$ cat src/rtl/hci_ecc_err_monitor.sv
// ECC error monitor for the HCI streamer response path: accepted-beat error counting,
// first-uncorrectable-fault capture and an OK/DEGRADED/FAULT health FSM driving a level irq.
module hci_ecc_err_monitor #(
    parameter  int N_CHUNK   = 4,
    parameter  int CNT_W     = 16,
    parameter  int THRESHOLD = 8,
    localparam int CIDX_W    = $clog2(N_CHUNK + 1)
) (
    input  logic               clk_i,
    input  logic               rst_i,
    input  logic               clear_i,
    input  logic               ack_i,
    input  logic               valid_i,
    input  logic [N_CHUNK-1:0] r_data_single_err_i,
    input  logic [N_CHUNK-1:0] r_data_multi_err_i,
    input  logic               r_meta_single_err_i,
    input  logic               r_meta_multi_err_i,
    output logic [CNT_W-1:0]   single_cnt_o,
    output logic [CNT_W-1:0]   multi_cnt_o,
    output logic [CNT_W-1:0]   win_cnt_o,
    output logic [CNT_W-1:0]   beat_cnt_o,
    output logic               sat_o,
    output logic               fault_valid_o,
    output logic [CIDX_W-1:0]  fault_chunk_o,
    output logic [CNT_W-1:0]   fault_beat_o,
    output logic [1:0]         state_o,
    output logic               irq_o
);

    // Per-beat error counts span 0..N_CHUNK+1, one more than the chunk index range.
    localparam int                 S_W     = $clog2(N_CHUNK + 2);
    localparam logic [CNT_W-1:0]   CNT_MAX = '1;
    localparam logic [CNT_W-1:0]   THRESH  = CNT_W'(THRESHOLD);
    localparam logic [CIDX_W-1:0]  META_IDX = CIDX_W'(N_CHUNK);

    typedef enum logic [1:0] {
        ST_OK       = 2'd0,
        ST_DEGRADED = 2'd1,
        ST_FAULT    = 2'd2
    } state_e;

    // Returns {clamped, value}: value saturates at CNT_MAX.
    function automatic logic [CNT_W:0] sat_add(input logic [CNT_W-1:0] a,
                                               input logic [S_W-1:0]   b);
        logic [CNT_W:0] sum;
        sum = {1'b0, a} + (CNT_W + 1)'(b);
        if (sum[CNT_W]) begin
            return {1'b1, CNT_MAX};
        end
        return sum;
    endfunction

    logic [CNT_W-1:0]  single_q, single_d;
    logic [CNT_W-1:0]  multi_q, multi_d;
    logic [CNT_W-1:0]  win_q, win_d;
    logic [CNT_W-1:0]  beat_q, beat_d;
    logic              sat_q, sat_d;
    logic              fault_valid_q, fault_valid_d;
    logic [CIDX_W-1:0] fault_chunk_q, fault_chunk_d;
    logic [CNT_W-1:0]  fault_beat_q, fault_beat_d;
    state_e            state_q, state_d;

    logic [N_CHUNK-1:0] data_single_eff;
    logic               meta_single_eff;
    logic [S_W-1:0]     s_cnt, m_cnt;
    logic [S_W-1:0]     s_beat, m_beat;
    logic               beat_has_multi;
    logic [CIDX_W-1:0]  first_idx;
    logic [CNT_W-1:0]   win_base;
    logic [CNT_W:0]     single_sum, multi_sum, win_sum;

    // A chunk flagging both corrected and uncorrectable counts as uncorrectable only.
    assign data_single_eff = r_data_single_err_i & ~r_data_multi_err_i;
    assign meta_single_eff = r_meta_single_err_i & ~r_meta_multi_err_i;

    // NOTE: every signal driven in always_comb gets a default before any branch, otherwise
    // a path that skips the assignment infers a latch.
    always_comb begin
        s_cnt     = S_W'(meta_single_eff);
        m_cnt     = S_W'(r_meta_multi_err_i);
        first_idx = META_IDX;
        for (int i = N_CHUNK - 1; i >= 0; i--) begin
            s_cnt = s_cnt + S_W'(data_single_eff[i]);
            m_cnt = m_cnt + S_W'(r_data_multi_err_i[i]);
            if (r_data_multi_err_i[i]) begin
                first_idx = CIDX_W'(i);
            end
        end
    end

    assign s_beat         = valid_i ? s_cnt : '0;
    assign m_beat         = valid_i ? m_cnt : '0;
    assign beat_has_multi = valid_i && (m_cnt != '0);

    // Ack restarts the window in OK and DEGRADED; a beat in the same cycle lands on the fresh window.
    assign win_base   = (ack_i && (state_q != ST_FAULT)) ? '0 : win_q;
    assign single_sum = sat_add(single_q, s_beat);
    assign multi_sum  = sat_add(multi_q, m_beat);
    assign win_sum    = sat_add(win_base, s_beat);

    always_comb begin
        single_d      = single_sum[CNT_W-1:0];
        multi_d       = multi_sum[CNT_W-1:0];
        win_d         = win_sum[CNT_W-1:0];
        beat_d        = valid_i ? beat_q + CNT_W'(1) : beat_q;
        sat_d         = sat_q | single_sum[CNT_W] | multi_sum[CNT_W] | win_sum[CNT_W];
        fault_valid_d = fault_valid_q;
        fault_chunk_d = fault_chunk_q;
        fault_beat_d  = fault_beat_q;
        if (!fault_valid_q && beat_has_multi) begin
            fault_valid_d = 1'b1;
            fault_chunk_d = first_idx;
            fault_beat_d  = beat_q;
        end
    end

    always_comb begin
        state_d = state_q;
        unique case (state_q)
            ST_OK: begin
                if (beat_has_multi) begin
                    state_d = ST_FAULT;
                end else if (win_d >= THRESH) begin
                    state_d = ST_DEGRADED;
                end
            end
            ST_DEGRADED: begin
                if (beat_has_multi) begin
                    state_d = ST_FAULT;
                end else if (ack_i) begin
                    state_d = (win_d >= THRESH) ? ST_DEGRADED : ST_OK;
                end
            end
            ST_FAULT: state_d = ST_FAULT;
            default:  state_d = ST_FAULT;
        endcase
    end

    // NOTE: sequential state uses non-blocking assignments so every register samples
    // pre-edge values; reset and clear both win over a beat in the same cycle.
    always_ff @(posedge clk_i) begin
        if (rst_i || clear_i) begin
            single_q      <= '0;
            multi_q       <= '0;
            win_q         <= '0;
            beat_q        <= '0;
            sat_q         <= 1'b0;
            fault_valid_q <= 1'b0;
            fault_chunk_q <= '0;
            fault_beat_q  <= '0;
            state_q       <= ST_OK;
        end else begin
            single_q      <= single_d;
            multi_q       <= multi_d;
            win_q         <= win_d;
            beat_q        <= beat_d;
            sat_q         <= sat_d;
            fault_valid_q <= fault_valid_d;
            fault_chunk_q <= fault_chunk_d;
            fault_beat_q  <= fault_beat_d;
            state_q       <= state_d;
        end
    end

    assign single_cnt_o  = single_q;
    assign multi_cnt_o   = multi_q;
    assign win_cnt_o     = win_q;
    assign beat_cnt_o    = beat_q;
    assign sat_o         = sat_q;
    assign fault_valid_o = fault_valid_q;
    assign fault_chunk_o = fault_chunk_q;
    assign fault_beat_o  = fault_beat_q;
    assign state_o       = state_q;
    assign irq_o         = (state_q != ST_OK);

endmodule

$ cat config.mk
export PLATFORM = sky130hd
export DESIGN_NAME = hci_ecc_err_monitor
export DESIGN_NICKNAME = d
export VERILOG_FILES = /design/src/rtl/hci_ecc_err_monitor.sv
export SDC_FILE = /design/constraint.sdc
export NUM_CORES = 1
export LEC_CHECK = 0
export ABC_AREA = 0
export CAP_MARGIN = 10
export CORE_MARGIN = 4
export CORE_UTILIZATION = 56
export CTS_BUF_LIST = sky130_fd_sc_hd__clkbuf_4
export DETAILED_ROUTE_END_ITERATION = 10
export GPL_TIMING_DRIVEN = 0
export PLACE_DENSITY = 0.88
export SYNTH_ARGS = -nofsm -noshare
export SYNTH_HDL_FRONTEND = slang
export SYNTH_SLANG_ARGS = --single-unit
$ cat constraint.sdc
create_clock -name clk_i -period 8.5 [get_ports clk_i]
set_clock_uncertainty 0.2 [all_clocks]
set_input_delay 1.7 -clock clk_i [delete_from_list [all_inputs] [get_ports clk_i]]
set_output_delay 1.7 -clock clk_i [all_outputs]
set_load 0.05 [all_outputs]
==> Word level (Yosys, flattened, before mapping) <==
Cells that the tools add are included.
{ "classes": {"n_eq_ne": 4, "n_reduce_logical": 9, "muxes": 22, "n_lt_le_gt_ge": 1, "n_bitwise": 7, "n_div": 0, "multipliers": 0, "n_addsub": 12, "shifts": 0} }
{ "op_table": {"columns": ["cell", "n"], "rows": [
  ["17-bit two-way mux", 6],
  ["16-bit by 3-bit adder with 17-bit output", 3],
  ["3-bit two-way mux", 6],
  ["16-bit by 1-bit adder with 16-bit output (second input constant)", 1],
  ["16-bit by 4-bit >= comparator with 1-bit output (second input constant)", 1],
  ["16-bit two-way mux", 1],
  ["3-bit by 1-bit adder with 3-bit output", 4],
  ["2-bit two-way mux", 4],
  ["2-bit by 1-bit adder with 3-bit output", 2],
  ["3-bit != test (second input constant)", 2],
  ["1-bit by 1-bit adder with 2-bit output", 2],
  ["4-bit bitwise AND", 1],
  ["1-bit two-way mux", 4],
  ["4-bit inverter", 1],
  ["2-bit case mux with 2 select lines", 1],
  ["1-bit logical AND", 3],
  ["1-bit bitwise OR", 3],
  ["3-bit nonzero test", 1],
  ["2-bit by 1-bit equality test with 1-bit output (second input constant)", 1],
  ["2-bit logical NOT", 1],
  ["2-bit != test (second input constant)", 1],
  ["2-bit AND reduction", 1],
  ["2-bit nonzero test", 1],
  ["1-bit bitwise AND", 1],
  ["3 further kinds", 3]
]} }
{ "word_totals": {"romBits": 0, "register_bits": 87, "latchBits": 0, "n_memories": 0, "ramBits": 0, "output_inout_bits": 88} }

==> Depth between registers and ports, before layout <==
Gate-level depths: netlist of the first run.
{ "logic_depth": {"ltp_word": 15, "depth_mapped": 15, "ltp_nobuf": 14} }

==> Worst setup path before layout of the first run <==
OpenSTA, ideal clock, no wires.
{ "synth_path": {"kind": "input to register", "start": "input r_data_multi_err_i[0]", "end": "register state_q[0], in the netlist state_o[0]", "cell_stages": 15, "n_path_buf": 1, "setup_ps": 137, "setup_slack_ps": 3351, "arrival_time_ps": 4812, "required_ps": 8163, "path_cell_list": "nand2b_1 fa_1 fa_1 inv_1 ha_1 and2_4 xnor2_1 ha_1 a21oi_1 and2_1 buf_6 a21oi_1 o31a_1 a2111oi_1 a31oi_1"} }
{ "synth_between": {"elab_chain_len": 12, "word_cells_on_any_way": 19, "classes_between": "add/sub: 3; order compare: 1; eq/ne: 2; mux: 8; bitwise: 2; reduce/logical: 3"} }
{ "synth_lines": {"columns": ["item", "line", "source"], "rows": [
  ["start: declaration", "15", "input logic [N_CHUNK-1:0] r_data_multi_err_i,"],
  ["4-bit inverter", "73", "assign data_single_eff = r_data_single_err_i & ~r_data_multi_err_i;"],
  ["4-bit bitwise AND", "73", null],
  ["3-bit by 1-bit adder with 3-bit output", "83", "s_cnt = s_cnt + S_W'(data_single_eff[i]);"],
  ["3-bit two-way mux", "91", "assign s_beat = valid_i ? s_cnt : '0;"],
  ["16-bit by 3-bit adder with 17-bit output", "46", "sum = {1'b0, a} + (CNT_W + 1)'(b);"],
  ["1-bit two-way mux", "47", "if (sum[CNT_W]) begin"],
  ["17-bit two-way mux", "50", "return sum;"],
  ["16-bit by 4-bit >= comparator with 1-bit output", "123, 131", null],
  ["1-bit two-way mux", "131", "state_d = (win_d >= THRESH) ? ST_DEGRADED : ST_OK;"],
  ["2-bit two-way mux", "130", "end else if (ack_i) begin"],
  ["2-bit two-way mux", "128", "if (beat_has_multi) begin"],
  ["2-bit case mux with 2 select lines", "119", "unique case (state_q)"],
  ["end signal: assignment", "161", "state_q <= state_d;"],
  ["end: declaration", "61", "state_e state_q, state_d;"]
]} }
Several ways; a longest one is shown, not always the timed one. The select of a mux whose other input is x is not followed.
A chain may end at the register's enable or synchronous reset.

==> Final worst setup path of the first run <==
Same ends and word-level chain as after synthesis.

==> metrics.md, run 1 <==
| Metric | Value |
|---|---|
| Core area | 0.00741 mm² |
| Drt pass-1 iters | 5 |
| Synth cell count leaders | 87 x dfxtp_1, 73 x nand2_1, 71 x a21oi_1, 41 x nor2_1, 22 x xnor2_1 |
| Switching Fraction | 0.281 |
| Syn Inst Count | 522 |
| EDFF count, synth | 0 |
| Placed insts | 722 |
| Reg clk slew, reported paths | 140 ps |
| Min Tclk post-route | ~5800 ps |
| Synth area leader | dfxtp_1 |
| Die W | slightly below 100 µm |
| Starting Density | 0.587 |
| P_sw | 220 µW |
| Pwr/cell area | 139 mW/mm² |
| Longest Clk Path Bufs | 2 |
| Clock share of power | 0.342 |
| Vias in the first global route | a little over 4,000 |
| PostCTS Resize Cnt | 0 |
| Footprint of the multi-input gates | between 0.002 and 0.0025 mm² |
| Root Driver | clkbuf_4 |
| Top FF cell, synth | dfxtp_1 |
| Sequential-to-total area share from yosys stat | 0.400 |
| Max-slew headroom | 0.628 |
| Die height | 96.1 µm |
| Clock Latency Late Sink | 440 ps |
| CTS buffer count | 9 |
| Final #Nets | 666 |
| Placed wire-length estimate | around 8900 µm |
| Share of post-route cells with drive strength above 1 | 0.0563 |
| Worst Max-Slew Pin Slew | 556 ps |
| Post-CTS setup buffers | 0 |
| GPL Wtd Cong | 0.909 |
| Top-Level Pins | 103 |
| Hold Buf Count CTS | 0 |
| Register area | 0.00174 mm² |
| Worst reg2reg path depth | 15 |
| Final period utilization | 0.682 |
| Antenna violations before repair | 0 |
| Port bufs | 101 |
| P_int | 565 µW |
| Post-synth cell types | between 50 and 60 |
| Synth warn | 0 |
| Worst hold path cell count | 2 |
| Mapped Nets | 554 |
| Detail-routed via count per cell | 5.64 |
| CP max stage cell | clkdlybuf4s50_1 |
| Share of the synthesized area in the top cell type | 0.400 |
| Highest clock rate | 172 MHz |
| Syn Std Cell Area | 0.00435 mm² |
| Area growth from synthesis to layout | 29.8% |
| CP endpoint kind | flip-flop |
| Worst Hold End | fault_chunk_o[2] |
| Largest cells by area after synthesis | dfxtp_1 40%, a21oi_1 8.2%, nand2_1 6.3% |
| Hold WC Path Type | flip-flop to flip-flop |
| Critical Path AT | between 5000 and 6000 ps |
| Fin worst setup slack | 2700 ps |
| Syn Area/Cell | 8.33 µm² |
| Leakage | roughly 0.0020 µW |
| Final core occ | 0.762 |
| WP buf/inv | 3 |
| Hold Violations, Final | 0 |
| CP peak stage delay | 530 ps |
| Final routed DRC violation total | 0 |
| Critical R2R Capture | state_o[0] |
| Number of synthesized register bits | 87 |
| H-tree depth | 3 |
| RSZ-0062 raised after global routing | no |
| Critical path class | primary input to flip-flop |
| First-pass GRT wire length | 18,700 µm |
| 1st-iter DRT viols | between 200 and 250 |
| Fillcell total | 550 |
| Total negative slack | 0 ps |
| Post-synth ARST share | 0 |
| Max-cap violations | 0 |
| Design Power | 785 µW |
| GRT Overall Usage | 0.257 |
| Worst EP required | 8630 ps |
| Die ar. | about 0.0092 mm² |
| Routed WL | 11,600 µm |
| Largest net degree at the start of global routing | 16 |
| Routed wire per std cell | 15.7 µm |
| Worst hold start | fault_chunk_o[2] |
| Finished Layout Cells | around 740 |
| VDD IR-drop max | 0.101 mV |
| Worst r2r src | state_o[0] |
| TritonCTS clock tree | done |
| CTS sink cnt | 87 |
| Largest delay share family, worst path | adder cells |
| Worst Path Max Fanout | 6 |
| Top-count cell post-synth | dfxtp_1 |
| Sequential power share | 0.530 |
| Grt total ovfl | 0 |
| R2r setup slk | 4330 ps |
| Startpoint Class | primary input |
| # diodes | 0 |
| Status | completed |
| Worst-path cell chain | clkdlybuf4s50_1, nand2b_1, fa_1, fa_1, inv_1, ha_1, and2_4, xnor2_1, ha_1, a21oi_1, and2_1, buf_6, a21oi_1, o31a_1, a2111oi_1, a31oi_1 |
| Post-route ant nets | 0 |
| DP Worst Slack | 2280 ps |
| Max-slew violation count | 0 |
| Row Count | 31 |
| Via count | 4,160 |
| Combinational Power Share | 0.128 |
| Final setup violating endpoints | 0 |
-- worst reg2reg max path, cell delays in order, from the launching register on --
cell,delay [ps]
dfxtp_1,360
nand2b_1,140
buf_2,180
nand2_1,140
clkbuf_1,380
clkbuf_1,450
and2_1,210
ha_1,230
buf_4,160
a21oi_1,330
and2_1,200
buf_6,130
a21oi_1,70
o31a_1,250
a2111oi_1,500
a31oi_1,140
-- cells in the final DEF (no fill, tap or decap), drive strengths merged, types with 12 or more instances in the layout --
cell type and n:
clkdlybuf4s50 101, dfxtp 87, nand2 73, a21oi 72, nor2 41, clkbuf 26, xnor2 22, inv 21
xor2 20, nand4 16, nand3 15, nor3 13, ha 12
-- registers in the layout (all words and copies together), names as in the netlist --
signal / cells
beat_cnt_o: 16
fault_beat_o: 16
fault_chunk_o: 3
fault_valid_o: 1
multi_cnt_o: 16
sat_o: 1
single_cnt_o: 16
state_o: 2
win_cnt_o: 16
-- routing by layer --
layer / global-route usage / wire [µm] / vias to the layer above
met5: 0 / 0 / -
met4: 0.104 / 224 / 0
met3: 0.0493 / 630 / 20
met2: 0.459 / 5920 / 119
met1: 0.300 / 4840 / 1982
li1: - / - / 2039
-- kinds of logic (layout without fill, tap and decap cells) --
family / count (synthesis) / in the layout / share of synthesized area
AOI/OAI and AO/OA: 114 / 114 / 0.157
xor gates and xnor gates: 42 / 42 / 0.0846
adders and majority gates: 17 / 17 / 0.0575
buffers and inverters: 45 / 162 / 0.0449
DFF: 87 / 87 / 0.400
muxes: 4 / 4 / 0.00921
and+or+nand+nor: 213 / 213 / 0.246
-- cell type report --
type / instances / share of cell area
clock buffer: 9 / 0.0120
tap: 99 / 0.0219
sequential: 87 / 0.309
inverter: 19 / 0.0126
timing repair buffer: 101 / 0.179
buffer: 26 / 0.0219
multi-input combinational: 390 / 0.427
clock inverter: 7 / 0.0166
-- through the flow --
step | hold slack [ps] | instance area [µm²]
floorplan | 471 | 4350
global placement | 241 | 5480
detailed placement | 247 | 5480
CTS | 267 | 5650
global route | 286 | 5650
finish | 264 | 5650
-- worst max path at each step --
| stage | from | to | cells past startpoint |
|---|---|---|---|
| global route | r_data_multi_err_i[0] | state_o[0] | 16 |
| CTS | r_data_multi_err_i[0] | state_o[0] | 16 |
| global placement | r_data_multi_err_i[0] | state_o[0] | 16 |
| floorplan | r_data_multi_err_i[0] | state_o[0] | 15 |
| detailed placement | r_data_multi_err_i[0] | state_o[0] | 16 |
| finish | r_data_multi_err_i[0] | state_o[0] | 16 |
-- power by group through the flow --
stage | clock network (µW) | registers (µW) | logic, µW
global placement | 0 | 424 | 95.9
detailed placement | 0 | 425 | 99.3
global route | 289 | 416 | 109
floorplan | 0 | 437 | 51.1
finish | 269 | 416 | 100
CTS | 270 | 416 | 100
Power figures use the tool's default switching activity.
==> run 2: changes to the inputs <==
--- a/config.mk
+++ b/config.mk
@@ -8,11 +8,11 @@
 export ABC_AREA = 0
 export CAP_MARGIN = 10
 export CORE_MARGIN = 4
-export CORE_UTILIZATION = 56
+export CORE_UTILIZATION = 52
 export CTS_BUF_LIST = sky130_fd_sc_hd__clkbuf_4
 export DETAILED_ROUTE_END_ITERATION = 10
 export GPL_TIMING_DRIVEN = 0
-export PLACE_DENSITY = 0.88
+export PLACE_DENSITY = 0.83
 export SYNTH_ARGS = -nofsm -noshare
 export SYNTH_HDL_FRONTEND = slang
 export SYNTH_SLANG_ARGS = --single-unit
==> constraint.sdc (replaced) <==
create_clock -name clk_i -period 5.55 [get_ports clk_i]
set_clock_uncertainty 0.2 [all_clocks]
set_input_delay 1.11 -clock clk_i [delete_from_list [all_inputs] [get_ports clk_i]]
set_output_delay 1.11 -clock clk_i [all_outputs]
set_load 0.05 [all_outputs]
==> run 2 against run 1 <==
Net effect: worst setup slack lost 2200 ps; critical path depth is the same; via count up 0.87%; critical path type unchanged; highest routed layer unchanged.
==> metrics.md, run 2 (same netlist as run 1, synthesis figures left out) <==
| Metric | Value |
|---|---|
| Status | completed |
| Final routed DRC violation total | 0 |
| First-pass GRT wire length | 18,500 µm |
| Grt total ovfl | 0 |
| Fin worst setup slack | 504 ps |
| CP endpoint kind | flip-flop |
| Area growth from synthesis to layout | 30.7% |
| Register area | 0.00174 mm² |
| Most common cell after layout, fill and taps aside | clkdlybuf4s50_1 |
| Via count | 4,196 |
| GRT Overall Usage | 0.229 |
| Footprint of the multi-input gates | around 0.0024 mm² |
| Leakage | between 0.002 and 0.0025 µW |
| Port bufs | 101 |
| RSZ-0062 raised after global routing | no |
| Die W | 99.5 µm |
| Placed wire-length estimate | 8600 µm |
| Routed WL | 11,200 µm |
| Max-cap violations | 0 |
| Critical path class | primary input to flip-flop |
| CTS sink cnt | 87 |
| Clock Latency Late Sink | 440 ps |
| Worst EP required | 5670 ps |
| Routed wire per std cell | 15.1 µm |
| # diodes | 0 |
| Share of post-route cells with drive strength above 1 | 0.0579 |
| Hold WC Path Type | flip-flop to flip-flop |
| Drt pass-1 iters | 5 |
| Longest Clk Path Bufs | 2 |
| Detail-routed via count per cell | 5.64 |
| Most frequent cells in the layout | 101 x clkdlybuf4s50_1, 87 x dfxtp_1, 73 x nand2_1 |
| Worst Path Max Fanout | 6 |
| Startpoint Class | primary input |
| VDD IR-drop max | about 0.15 mV |
| Core area | 0.00818 mm² |
| Critical Path AT | 5160 ps |
| Root Driver | clkbuf_4 |
| Placed insts | approximately 730 |
| Pwr/cell area | 221 mW/mm² |
| Finished Cell Area | 0.00568 mm² |
| Final setup violating endpoints | 0 |
| Total negative slack | 0 ps |
| DP Worst Slack | roughly 36 ps |
| Dpl cell area | 0.00549 mm² |
| Hold Violations, Final | 0 |
| Highest clock rate | 198 MHz |
| 1st-iter DRT viols | 185 |
| TritonCTS clock tree | done |
| Final #Nets | 666 |
| H-tree depth | 3 |
| Final period utilization | 0.909 |
| Row Count | 33 |
| Die height | 99.5 µm |
| Top-Level Pins | 103 |
| Min Tclk post-route | 5050 ps |
| PostCTS Resize Cnt | 0 |
| Fillcell total | 650 |
| Max-slew violation count | 0 |
| Hold Buf Count CTS | 0 |
| Starting Density | 0.532 |
| Die ar. | 0.00989 mm² |
| Vias in the first global route | 4,002 |
| Post-route ant nets | 0 |
| CTS buffer count | 9 |
| Post-CTS setup buffers | 0 |
| Largest net degree at the start of global routing | 17 |
| Finished Layout Cells | 744 |
| GPL Wtd Cong | 0.870 |
| Worst Max-Slew Pin Slew | 572 ps |
| Max-slew headroom | 0.619 |
| Antenna violations before repair | 0 |
| Reg clk slew, reported paths | 140 ps |
| WHS | 263 ps |
-- run 2: path summary, 6_finish.rpt --
| check | from | to | slack (ps) | cells after the start |
|---|---|---|---|---|
| setup / recovery | r_data_multi_err_i[0] | state_o[0] | 500 | 16 |
| hold / removal | fault_beat_o[15] | fault_beat_o[15] | 260 | 2 |
| setup reg to reg | state_o[1] | state_o[0] | 1550 | 15 |
| hold reg to reg | fault_beat_o[15] | fault_beat_o[15] | 260 | 2 |
-- run 2: per-stage QoR --
| step | power (µW) | util |
|---|---|---|
| 2_1_floorplan | 748 | - |
| 3_3_place_gp | 797 | 0.672 |
| 3_5_place_dp | 803 | 0.672 |
| 4_1_cts | 1260 | 0.695 |
| 5_1_grt | 1310 | 0.695 |
| 6_report | 1260 | 0.695 |
-- run 2: per-layer routing --
layer | GRT usage | vias to the layer above | wire length [µm]
met2 | 0.402 | 139 | 5530
met3 | 0.0400 | 25 | 742
met4 | 0.0987 | 0 | 268
met1 | 0.275 | 1986 | 4690
met5 | 0 | - | 0
li1 | - | 2046 | -
-- run 2: final cells by class --
type / count / area share
plain buffers: 26 / 0.0218
clock buffers: 9 / 0.0119
clock inverters: 7 / 0.0218
inverters: 19 / 0.0125
multi-input cells: 390 / 0.424
flip-flops and latches: 87 / 0.306
well taps: 105 / 0.0231
repair buffers: 101 / 0.178
-- run 2: worst max-delay path: stages --
cell	delay, ps
clkdlybuf4s50_1	530
nand2b_1	230
fa_1	530
fa_1	440
inv_1	60
ha_1	290
and2_4	220
xnor2_1	130
ha_1	210
a21oi_1	260
and2_1	190
buf_6	130
a21oi_1	60
o31a_1	260
a2111oi_1	370
a31oi_1	130
-- run 2: report_power, final --
part	switching, µW	total [µW]	internal, µW
logic	104	154	50.2
clock network	234	466	233
registers	6.25	637	631
==> run 3: changes to the inputs <==
--- a/config.mk
+++ b/config.mk
@@ -7,7 +7,7 @@
 export LEC_CHECK = 0
 export ABC_AREA = 0
 export CAP_MARGIN = 10
-export CORE_MARGIN = 4
+export CORE_MARGIN = 8
 export CORE_UTILIZATION = 52
 export CTS_BUF_LIST = sky130_fd_sc_hd__clkbuf_4
 export DETAILED_ROUTE_END_ITERATION = 10
==> run 3 against run 2 <==
Net effect: critical path depth stayed put; hold slack is essentially flat; flip-flop and latch count unchanged; power fell by 3.2%; first-iteration DRC count is 23% lower; combinational power about the same; final area down 0.35%; non-clock buffer count did not move; cell count grew 0.13%; count of clock-buffer cells in the layout is the same; routed wire length increased by 4.6%.
==> metrics.md, run 3 (same netlist as run 1, synthesis figures left out) <==
| Metric | Value |
|---|---|
| Via count | 4,126 |
| Worst EP required | 5680 ps |
| Leakage | 0.00204 µW |
| Root Driver | clkbuf_4 |
| Grt total ovfl | 0 |
| Starting Density | 0.532 |
| Hold Buf Count CTS | 0 |
| Footprint of the multi-input gates | 0.00241 mm² |
| CP max stage cell | clkdlybuf4s50_1 |
| Reg clk slew, reported paths | 150 ps |
| Detail-routed via count per cell | 5.54 |
| Fillcell total | 658 |
| Highest clock rate | 201 MHz |
| TritonCTS clock tree | done |
| GRT Overall Usage | 0.201 |
| WP buf/inv | 3 |
| Routed wire per std cell | 15.8 µm |
| Clock Latency Late Sink | 450 ps |
| Max-slew headroom | 0.636 |
| Die W | 107 µm |
| Die ar. | between 0.01 and 0.015 mm² |
| Critical path endpoint | state_o[0] |
| First-pass GRT wire length | 19,000 µm |
| Routed WL | 11,800 µm |
| CTS sink cnt | 87 |
| Critical Path AT | approximately 5000 ps |
| Vias in the first global route | 3,986 |
| Worst Path Max Fanout | 6 |
| Placed wire-length estimate | 9000 µm |
| Worst reg2reg path depth | 15 |
| CP endpoint kind | flip-flop |
| Hold Violations, Final | 0 |
| Worst r2r src | state_o[1] |
| Most frequent cells in the layout | 101 x clkdlybuf4s50_1, 87 x dfxtp_1, 73 x nand2_1 |
| Row Count | 33 |
| Status | completed |
| PostCTS Resize Cnt | 0 |
| R2r setup slk | about 1600 ps |
| Number of stages on the worst setup path | 16 |
| RSZ-0062 raised after global routing | no |
| Antenna violations before repair | 1 |
| Register area | 0.00174 mm² |
| Final routed DRC violation total | 0 |
| Startpoint Class | primary input |
| Hold WC Path Type | flip-flop to flip-flop |
| GPL Wtd Cong | 0.915 |
| CTS buffer count | 9 |
| Largest net degree at the start of global routing | 17 |
| Final period utilization | 0.895 |
| Post-CTS setup buffers | 0 |
| H-tree depth | 3 |
| Critical R2R Capture | state_o[0] |
| Worst-path cell chain | clkdlybuf4s50_1, nand2b_1, fa_1, fa_1, inv_1, ha_1, and2_4, xnor2_1, ha_1, a21oi_1, and2_1, buf_6, a21oi_1, o31a_1, a2111oi_1, a31oi_1 |
| Port bufs | between 100 and 150 |
| VDD IR-drop max | between 0.1 and 0.15 mV |
| Share of post-route cells with drive strength above 1 | 0.0579 |
| Core area | 0.00818 mm² |
| Area growth from synthesis to layout | 30.2% |
| Die height | 107 µm |
| Max-slew violation count | 0 |
| Pwr/cell area | roughly 210 mW/mm² |
| CP Launch Point | r_data_multi_err_i[0] |
| Longest Clk Path Bufs | 2 |
| Max-cap violations | 0 |
| Total negative slack | 0 ps |
| Critical path class | primary input to flip-flop |
| Drt pass-1 iters | 5 |
| Final setup violating endpoints | 0 |
| Largest delay share family, worst path | adder cells |
| Most common cell after layout, fill and taps aside | clkdlybuf4s50_1 |
| 1st-iter DRT viols | ~140 |
| Worst Max-Slew Pin Slew | 547 ps |
| CP peak stage delay | roughly 520 ps |
| Top-Level Pins | 103 |
| Final #Nets | 666 |
| WHS | approximately 260 ps |
| Post-route ant nets | 0 |
| Min Tclk post-route | 4970 ps |
run 3: changes by cell type in the layout (fill, tap and decap cells not counted):
cell        delta
bufinv_16      -1
clkinvlp_4     +1
diode_2        +1
run 3: layer usage:
metal | part of all wire | track usage | vias up
li1 | - | - | 2045
met1 | 0.43 | 0.234 | 1948
met3 | 0.059 | 0.0365 | 18
met2 | 0.49 | 0.353 | 115
met5 | 0 | 0 | -
met4 | 0.020 | 0.0862 | 0
run 3: worst min path at each step:
stage | startpoint | endpoint | slack (ps) | depth (start not counted)
final | fault_chunk_o[2] | fault_chunk_o[2] | 260 | 2
after global routing | fault_chunk_o[2] | fault_chunk_o[2] | 290 | 2
after CTS | fault_chunk_o[2] | fault_chunk_o[2] | 270 | 2
after detailed placement | fault_chunk_o[2] | fault_chunk_o[2] | 250 | 2
after global placement | fault_beat_o[0] | fault_beat_o[0] | 240 | 2
after floorplan | fault_chunk_o[2] | fault_chunk_o[2] | 470 | 2
run 3: power by group:
part / switching (µW) / internal, µW / total [µW] / leakage [µW]
registers: 6.13 / 631 / 637 / 0.000702
logic: 103 / 50.2 / 153 / 0.00125
clock network: 240 / 187 / 427 / 0.0000836
total: 349 / 868 / 1220 / 0.00204
run 3: worst min-delay path, cell delays in order, from the launching register on:
cell,delay (ps)
dfxtp_1,330
nand2_1,50
a21oi_1,50
run 3: through the flow:
stage                util  total power [µW]  std cells  cell area, µm²  worst slack (ps)
floorplan               -               748        522            4350               991
global placement    0.672               798        728            5490               168
detailed placement  0.672               803        728            5490               109
CTS                 0.692              1230        744            5660               591
global route        0.693              1260        745            5660               368
finish              0.693              1220        745            5660               583
run 3: final cells by class:
type | count | area share
plain buffers | 26 | 0.0219
clock inverters | 7 | 0.0179
multi-input cells | 390 | 0.426
clock buffers | 9 | 0.0119
flip-flops and latches | 87 | 0.308
well taps | 105 | 0.0232
diodes | 1 | 0.000442
repair buffers | 101 | 0.179
inverters | 19 | 0.0126
